### config.mk
export PLATFORM = sky130hd
export DESIGN_NAME = spi_slave_sync_flat
export DESIGN_NICKNAME = d
export VERILOG_FILES = /design/src/rtl/spi_slave_sync_if.sv /design/src/rtl/spi_slave_sync.sv /design/src/flat_wrapper.sv
export SDC_FILE = /design/constraint.sdc
export NUM_CORES = 1
export LEC_CHECK = 0
export ABC_CLOCK_PERIOD_IN_PS = 1900
export CORE_ASPECT_RATIO = 0.6
export CORE_UTILIZATION = 53
export DETAILED_ROUTE_END_ITERATION = 8
export GPL_ROUTABILITY_DRIVEN = 1
export PLACE_DENSITY = 0.78
export SETUP_SLACK_MARGIN = 0.2
export SLEW_MARGIN = 20
export SYNTH_ARGS = -nofsm -noshare
export SYNTH_HDL_FRONTEND = slang
export SYNTH_SLANG_ARGS = --single-unit
### constraint.sdc
create_clock -name clk -period 1.9 [get_ports clk]
set_input_delay 0.57 -clock clk [delete_from_list [all_inputs] [get_ports clk]]
set_output_delay 0.57 -clock clk [all_outputs]
set_load 0.05 [all_outputs]
### src/rtl/spi_slave_sync_if.sv
// System-side and pin-side signals of the oversampled SPI slave, bundled for port lists.
interface spi_slave_sync_if #(
    parameter int DATA_W = 8
);
    logic              spi_sclk;
    logic              spi_cs;
    logic              spi_mosi;
    logic              spi_miso;
    logic              spi_miso_oe;
    logic [DATA_W-1:0] tx_data;
    logic              tx_valid;
    logic              tx_ready;
    logic [DATA_W-1:0] rx_data;
    logic              rx_valid;
    logic              rx_ready;

    modport slave (
        input  spi_sclk, spi_cs, spi_mosi, tx_data, tx_valid, rx_ready,
        output spi_miso, spi_miso_oe, tx_ready, rx_data, rx_valid
    );

    modport master (
        output spi_sclk, spi_cs, spi_mosi, tx_data, tx_valid, rx_ready,
        input  spi_miso, spi_miso_oe, tx_ready, rx_data, rx_valid
    );
endinterface

### src/rtl/spi_slave_sync.sv
// SPI slave fully clocked by clk: pins are oversampled, edges detected, all CPOL/CPHA modes.
// Define SPI_SLAVE_SYNC_STATUS_EN to add sticky overrun/underrun flags with a clear input.
module spi_slave_sync #(
    parameter int DATA_W      = 8,
    parameter int CPOL        = 0,
    parameter int CPHA        = 0,
    parameter int SYNC_STAGES = 2
) (
    input  logic             clk,
    input  logic             rst,
    spi_slave_sync_if.slave  bus,
    output logic             busy
`ifdef SPI_SLAVE_SYNC_STATUS_EN
    ,
    output logic             ovr_flag,
    output logic             udr_flag,
    input  logic             status_clr
`endif
);
    localparam int                CNT_W    = $clog2(DATA_W);
    localparam logic [CNT_W-1:0]  LAST     = CNT_W'(DATA_W - 1);
    localparam logic              IDLE_LVL = (CPOL != 0);

    typedef enum logic {IDLE, ACTIVE} state_t;

    state_t                 state_q, state_d;
    logic [SYNC_STAGES-1:0] sclk_sync, cs_sync, mosi_sync;
    logic                   sclk_dly, cs_dly;
    logic [SYNC_STAGES:0]   sync_vld_p0;
    logic                   armed;
    logic                   sclk_s, cs_s, mosi_s;
    logic                   lead, trail, cs_fall, cs_rise;
    logic                   frame_start, sample, shift;
    logic                   word_done, load, tx_wr, rx_take;
    logic [CNT_W-1:0]       bit_cnt;
    logic [DATA_W-1:0]      shift_in, shift_in_nxt, shift_out, tx_buf, rx_word;
    logic                   out_bit, tx_full, rx_vld;

    // Synchroniser stage; armed stays low until a real high cs has been seen after reset
    always_ff @(posedge clk or posedge rst) begin
        if (rst) begin
            sclk_sync   <= '0;
            cs_sync     <= '1;
            mosi_sync   <= '0;
            sclk_dly    <= 1'b0;
            cs_dly      <= 1'b1;
            sync_vld_p0 <= '0;
            armed       <= 1'b0;
        end else begin
            sclk_sync   <= {sclk_sync[SYNC_STAGES-2:0], bus.spi_sclk};
            cs_sync     <= {cs_sync[SYNC_STAGES-2:0], bus.spi_cs};
            mosi_sync   <= {mosi_sync[SYNC_STAGES-2:0], bus.spi_mosi};
            sclk_dly    <= sclk_s;
            cs_dly      <= cs_s;
            sync_vld_p0 <= {sync_vld_p0[SYNC_STAGES-1:0], 1'b1};
            if (sync_vld_p0[SYNC_STAGES] && cs_s && cs_dly)
                armed <= 1'b1;
        end
    end

    assign sclk_s  = sclk_sync[SYNC_STAGES-1];
    assign cs_s    = cs_sync[SYNC_STAGES-1];
    assign mosi_s  = mosi_sync[SYNC_STAGES-1];
    assign lead    = (sclk_dly == IDLE_LVL) && (sclk_s != IDLE_LVL);
    assign trail   = (sclk_dly != IDLE_LVL) && (sclk_s == IDLE_LVL);
    assign cs_fall = armed && cs_dly && !cs_s;
    assign cs_rise = !cs_dly && cs_s;

    always_ff @(posedge clk or posedge rst) begin
        if (rst) state_q <= IDLE;
        else     state_q <= state_d;
    end

    always_comb begin
        state_d     = state_q;
        frame_start = 1'b0;
        sample      = 1'b0;
        shift       = 1'b0;
        case (state_q)
            IDLE: begin
                if (cs_fall) begin
                    state_d     = ACTIVE;
                    frame_start = 1'b1;
                end
            end
            ACTIVE: begin
                if (cs_rise) begin
                    state_d = IDLE;
                end else begin
                    sample = (CPHA != 0) ? trail : lead;
                    shift  = (CPHA != 0) ? lead  : trail;
                end
            end
            default: state_d = IDLE;
        endcase
    end

    assign shift_in_nxt = {shift_in[DATA_W-2:0], mosi_s};
    assign word_done    = sample && (bit_cnt == '0);
    assign load         = frame_start || word_done;
    assign tx_wr        = bus.tx_valid && !tx_full;
    assign rx_take      = word_done && (!rx_vld || bus.rx_ready);

    // Shift/receive stage; in CPHA=0 the trailing edge right after a reload must not shift
    always_ff @(posedge clk or posedge rst) begin
        if (rst) begin
            bit_cnt   <= LAST;
            shift_in  <= '0;
            shift_out <= '0;
            out_bit   <= 1'b0;
            tx_buf    <= '0;
            tx_full   <= 1'b0;
            rx_word   <= '0;
            rx_vld    <= 1'b0;
        end else begin
            if (frame_start)
                bit_cnt <= LAST;
            else if (sample)
                bit_cnt <= word_done ? LAST : bit_cnt - 1'b1;

            if (sample)
                shift_in <= shift_in_nxt;

            if (frame_start)
                out_bit <= 1'b0;

            if (load) begin
                shift_out <= tx_full ? tx_buf : '0;
            end else if (shift && ((CPHA != 0) || (bit_cnt != LAST))) begin
                shift_out <= shift_out << 1;
                out_bit   <= shift_out[DATA_W-1];
            end

            if (tx_wr) begin
                tx_buf  <= bus.tx_data;
                tx_full <= 1'b1;
            end else if (load) begin
                tx_full <= 1'b0;
            end

            if (rx_take) begin
                rx_word <= shift_in_nxt;
                rx_vld  <= 1'b1;
            end else if (rx_vld && bus.rx_ready) begin
                rx_vld <= 1'b0;
            end
        end
    end

    assign bus.spi_miso    = (state_q == ACTIVE) && ((CPHA != 0) ? out_bit : shift_out[DATA_W-1]);
    assign bus.spi_miso_oe = (state_q == ACTIVE);
    assign busy            = (state_q == ACTIVE);
    assign bus.tx_ready    = !tx_full;
    assign bus.rx_data     = rx_word;
    assign bus.rx_valid    = rx_vld;

`ifdef SPI_SLAVE_SYNC_STATUS_EN
    logic overrun, underrun;

    assign overrun  = word_done && rx_vld && !bus.rx_ready;
    assign underrun = load && !tx_full;

    always_ff @(posedge clk or posedge rst) begin
        if (rst) begin
            ovr_flag <= 1'b0;
            udr_flag <= 1'b0;
        end else begin
            if (overrun)         ovr_flag <= 1'b1;
            else if (status_clr) ovr_flag <= 1'b0;
            if (underrun)        udr_flag <= 1'b1;
            else if (status_clr) udr_flag <= 1'b0;
        end
    end
`endif
endmodule

### src/flat_wrapper.sv
// flat-port wrapper written by rule: the top's interface ports become plain ports
module spi_slave_sync_flat 
#(
    parameter int DATA_W      = 8,
    parameter int CPOL        = 0,
    parameter int CPHA        = 0,
    parameter int SYNC_STAGES = 2
)
  (clk, rst, busy, bus_spi_sclk, bus_spi_cs, bus_spi_mosi, bus_tx_data, bus_tx_valid, bus_rx_ready, bus_spi_miso, bus_spi_miso_oe, bus_tx_ready, bus_rx_data, bus_rx_valid);
  spi_slave_sync_if #(.DATA_W(DATA_W)) bus_i ();
  input  logic clk;
  input  logic rst;
  output logic busy;
  input wire logic [$bits(bus_i.spi_sclk)-1:0] bus_spi_sclk;
  input wire logic [$bits(bus_i.spi_cs)-1:0] bus_spi_cs;
  input wire logic [$bits(bus_i.spi_mosi)-1:0] bus_spi_mosi;
  input wire logic [$bits(bus_i.tx_data)-1:0] bus_tx_data;
  input wire logic [$bits(bus_i.tx_valid)-1:0] bus_tx_valid;
  input wire logic [$bits(bus_i.rx_ready)-1:0] bus_rx_ready;
  output wire logic [$bits(bus_i.spi_miso)-1:0] bus_spi_miso;
  output wire logic [$bits(bus_i.spi_miso_oe)-1:0] bus_spi_miso_oe;
  output wire logic [$bits(bus_i.tx_ready)-1:0] bus_tx_ready;
  output wire logic [$bits(bus_i.rx_data)-1:0] bus_rx_data;
  output wire logic [$bits(bus_i.rx_valid)-1:0] bus_rx_valid;
  assign bus_i.spi_sclk = bus_spi_sclk;
  assign bus_i.spi_cs = bus_spi_cs;
  assign bus_i.spi_mosi = bus_spi_mosi;
  assign bus_i.tx_data = bus_tx_data;
  assign bus_i.tx_valid = bus_tx_valid;
  assign bus_i.rx_ready = bus_rx_ready;
  assign bus_spi_miso = bus_i.spi_miso;
  assign bus_spi_miso_oe = bus_i.spi_miso_oe;
  assign bus_tx_ready = bus_i.tx_ready;
  assign bus_rx_data = bus_i.rx_data;
  assign bus_rx_valid = bus_i.rx_valid;
  spi_slave_sync #(.DATA_W(DATA_W), .CPOL(CPOL), .CPHA(CPHA), .SYNC_STAGES(SYNC_STAGES)) u_core (.clk(clk), .rst(rst), .bus(bus_i), .busy(busy));
endmodule
==> PnR_summary.wiki <==
{| class="wikitable"
! Metric !! Value
|-
| Clock tree root buffer cell || clkbuf_8
|-
| Inserted Diodes || 0
|-
| Violation count after the first detailed-route iteration || 60
|-
| Combinational family with the most area after synthesis || multiplexers
|-
| Outcome || complete, no violations
|-
| Cell types occupying the most area after synthesis || dfrtp_1 (54%), dfstp_2 (7.9%), nand2_1 (6.6%)
|-
| Fraction of synthesized cell area in xor and xnor cells || 0.00437
|-
| Number of synthesis warnings || 0
|-
| Mux share of post-synthesis cell area || 0.170
|-
| Worst-case vdd ir drop || 0.842 mV
|-
| Crit path kind || register to register
|-
| Number of buffers created by CTS || 5
|-
| Proportion of layout cells with a drive suffix above 1 || 0.309
|-
| Required time worst endpoint || about 2.1 ns
|-
| Number of H-tree levels || 2
|-
| HP Class || register to register
|-
| Half-perimeter wire length after detailed placement || 2550 um
|-
| Synthesized instance count || 154
|-
| Number of rows created at floorplan || 16
|-
| Synth Area in Compound Gates || 0.0274
|-
| Clock slew at the register clock pins of the worst setup and hold paths || 0.09 ns
|-
| Post-Place Cells || between 200 and 250
|-
| Fillcell total || roughly 210
|-
| Cell type with the highest aggregate area in the netlist || dfrtp_1
|-
| Average footprint of a synthesized cell || 13.0 um2
|-
| Critical-path top delay cell || dfstp_2
|-
| Final critical-path required period || 1.65 ns
|-
| FF-to-FF Start || u_core.bit_cnt[1]$_DFFE_PP1P_
|-
| Maximum number of pins on one net before global-route repair || 39
|-
| Total via count in the routed design || 1207
|-
| Portion of the post-synthesis area used by sequential elements || 0.615
|-
| Synth Register Bits || between 40 and 50
|-
| Starting density of the core || 0.586
|-
| Overall power || 2970 uW
|-
| Total negative slack || 0 ns
|-
| DRC || 0
|-
| Ports || 28
|-
| Series of cell instances along the critical path || inv_1 > ha_2 > and2b_2 > nand3_4 > mux2_4
|-
| P_leak || roughly 0.0013 uW
|-
| Final setup skew || 0.00701 ns
|-
| I/O Buffers || 27
|-
| Post-Route WL || around 3500 um
|-
| Area Overhead vs Synth || 24.6%
|-
| Unrepaired setup endpoints after global routing || no
|-
| Max Clk Rate || about 0.60 GHz
|-
| Data arrival, critical path || 1.85 ns
|-
| Die extent in x || 81.4 um
|-
| Area share of the leading cell type in the synthesized netlist || 0.536
|-
| Crit path max fanout || 8
|-
| Number of global-route vias before repair || around 1200
|-
| Skew-Pair Late Insertion Delay || 0.30 ns
|-
| Final setup violation count || 0
|-
| TritonCTS clock tree || done
|-
| Power density cells || 1190 mW/mm2
|-
| Hold Violations, Final || 0
|-
| Cts-stage hold buffer count || 0
|-
| Total grt overflow || 0
|-
| Maximum clock path buffer count || 2
|-
| Final Cycle Share || 0.870
|-
| Max-slew violation count || 0
|-
| Antenna Violating Nets Remaining || 0
|-
| Setup crit start kind || register
|-
| Total number of clock tree sinks || 49
|-
| Critical path endpoint category || register
|-
| Hold Path Cell Cnt || 0
|-
| Synth cell types || 36
|-
| Ys async rst share || 1.00
|-
| Endpoint, Worst Hold || u_core.sclk_sync[1]$_DFF_PP0_
|-
| Combined area of the multi-input logic cells || 736 um2
|-
| Initial antenna violation count || 0
|-
| Max-cap violations || 0
|-
| Net count, final || 208
|-
| Final weighted congestion in routability-driven placement || 0.754
|-
| Non-filler instance count after layout || around 240
|-
| Biggest cell delay along the critical path || between 0.5 and 0.6 ns
|-
| Area of the placeable core || 0.00342 mm2
|-
| Post-synth EDFFs || 0
|-
| Register-to-register setup slack || 0.25 ns
|-
| Chip Height || between 40 and 50 um
|-
| Per-cell routed wire length || 14.8 um
|-
| Wire length of the first global-routing pass || 6030 um
|-
| Worst-case reg-to-reg path depth || 5
|-
| Overall routing resource usage || 0.208
|-
| Vias per cell || 5.11
|-
| Adder-cell share of the synthesized area || 0.0187
|-
| Leading register cell type out of synthesis || dfrtp_1
|-
| Reg-to-Reg End || u_core.bus.rx_data[5]$_DFFE_PP0P_
|-
| Share of synthesized cell area in and, or, nand and nor gates || 0.133
|-
| Post-Synthesis Net Count || 172
|-
| Synthesized area || around 0.002 mm2
|-
| Footprint of the flip-flops and latches || ~0.0012 mm2
|-
| TritonRoute pass-1 iters || 2
|-
| DIE AREA || slightly above 0.004 mm2
|-
| Launch instance of the worst min-delay path || u_core.sclk_sync[0]$_DFF_PP0_
|}
-- worst max path at each step --
stage                     cells after the start                                end                              from  slack, ns
final                                         5  u_core.bus.rx_data[5]$_DFFE_PP0P_     u_core.bit_cnt[1]$_DFFE_PP1P_       0.25
after global routing                          5  u_core.bus.rx_data[7]$_DFFE_PP0P_     u_core.bit_cnt[1]$_DFFE_PP1P_       0.20
after CTS                                     6    u_core.shift_out[7]$_DFFE_PP0P_     u_core.bit_cnt[0]$_DFFE_PP1P_       0.20
after detailed placement                      4       u_core.tx_buf[5]$_DFFE_PP0P_                      bus_tx_valid       0.06
after global placement                        4  u_core.bus.rx_data[7]$_DFFE_PP0P_                      bus_rx_ready        0.1
after floorplan                               1                       bus_spi_miso  u_core.bus.spi_miso_oe$_DFF_PP0_       0.20
-- worst max-delay path, delay by kind of cell (launching register included) --
family,cells,cell delay [ns]
adders and majority gates,1,0.18
buffers and inverters,1,0.07
DFF,1,0.56
muxes,1,0.32
and+or+nand+nor,2,0.43
-- state kept, by name, summed over array words and instances (netlist names) --
name	flops
u_core.cs_sync	2
u_core.sync_vld_p0	3
u_core.tx_full	1
u_core.bus.rx_valid	1
u_core.sclk_sync	2
u_core.cs_dly	1
u_core.bus.spi_miso_oe	1
u_core.tx_buf	8
u_core.shift_in	7
u_core.sclk_dly	1
u_core.shift_out	8
u_core.bus.rx_data	8
u_core.mosi_sync	2
u_core.bit_cnt	3
u_core.armed	1
-- cell type report --
cell class	instances	area share
Timing Repair Buffer	35	0.146
Inverter	5	0.00901
Clock inverter	3	0.00701
Tap cell	45	0.0225
Sequential cell	49	0.494
Multi-Input combinational cell	94	0.294
Clock buffer	5	0.0275
-- metrics by stage --
stage               cell area, um2  hold WS [ns]  setup slack, ns  utilization
finish                        2500         0.354            0.247        0.730
detailed placement            2360         0.335           0.0564        0.691
CTS                           2480         0.355            0.201        0.724
global placement              2360         0.334           0.0970        0.691
floorplan                     2010         0.331            0.199            -
global route                  2500         0.364            0.199        0.730
-- routing by layer --
layer | GRT usage | part of all wire
met1 | 0.300 | 0.49
met2 | 0.297 | 0.46
met3 | 0.0611 | 0.034
met4 | 0.0714 | 0.013
met5 | 0 | 0
-- power by group --
group          total, uW  switching, uW  leakage (uW)  internal, uW
sequential          1540            202      0.000600          1340
combinational        837            425      0.000633           412
clock                594            340     0.0000439           254
-- synthesized netlist by cell type, types with 2 or more instances --
master	n
ha_1	3
buf_4	2
nand2_1	35
a21o_1	2
inv_1	5
dfstp_2	6
buf_2	2
mux2_1	5
nand3_1	2
dfrtp_1	43
mux2_2	3
nor2_1	2
nor2b_1	2
mux2_4	8
mux2i_1	13
-- cells by family after synthesis --
family	after synthesis
fa+ha+maj	3
buf+inv	11
compound gates	7
xor+xnor	1
other cells	1
mux	29
flops	49
simple gates	53
-- what timing repair did --
| item | in CTS | in global routing |
|---|---|---|
| buffers inserted | 2 | 0 |
| pin swaps | 0 | 1 |
| cloned | 1 | 0 |
| endpoints found under the setup margin | 12 | 18 |
| gates resized for setup | 3 | 7 |
-- layout by cell type, fill, tap and decap left out, types with 2 or more instances in the layout --
| cell | count |
|---|---|
| a21o_1 | 2 |
| buf_12 | 5 |
| buf_4 | 15 |
| clkbuf_8 | 5 |
| clkdlybuf4s50_1 | 14 |
| clkinv_2 | 2 |
| clkinvlp_4 | 2 |
| dfrtp_1 | 42 |
| dfstp_2 | 6 |
| ha_1 | 2 |
| inv_1 | 3 |
| mux2_1 | 5 |
| mux2_2 | 3 |
| mux2_4 | 8 |
| mux2i_1 | 13 |
| nand2_1 | 35 |
| nand3_1 | 2 |
| nor2_1 | 2 |
| nor2b_1 | 2 |
Note: power is estimated with default switching activity, not from simulation.
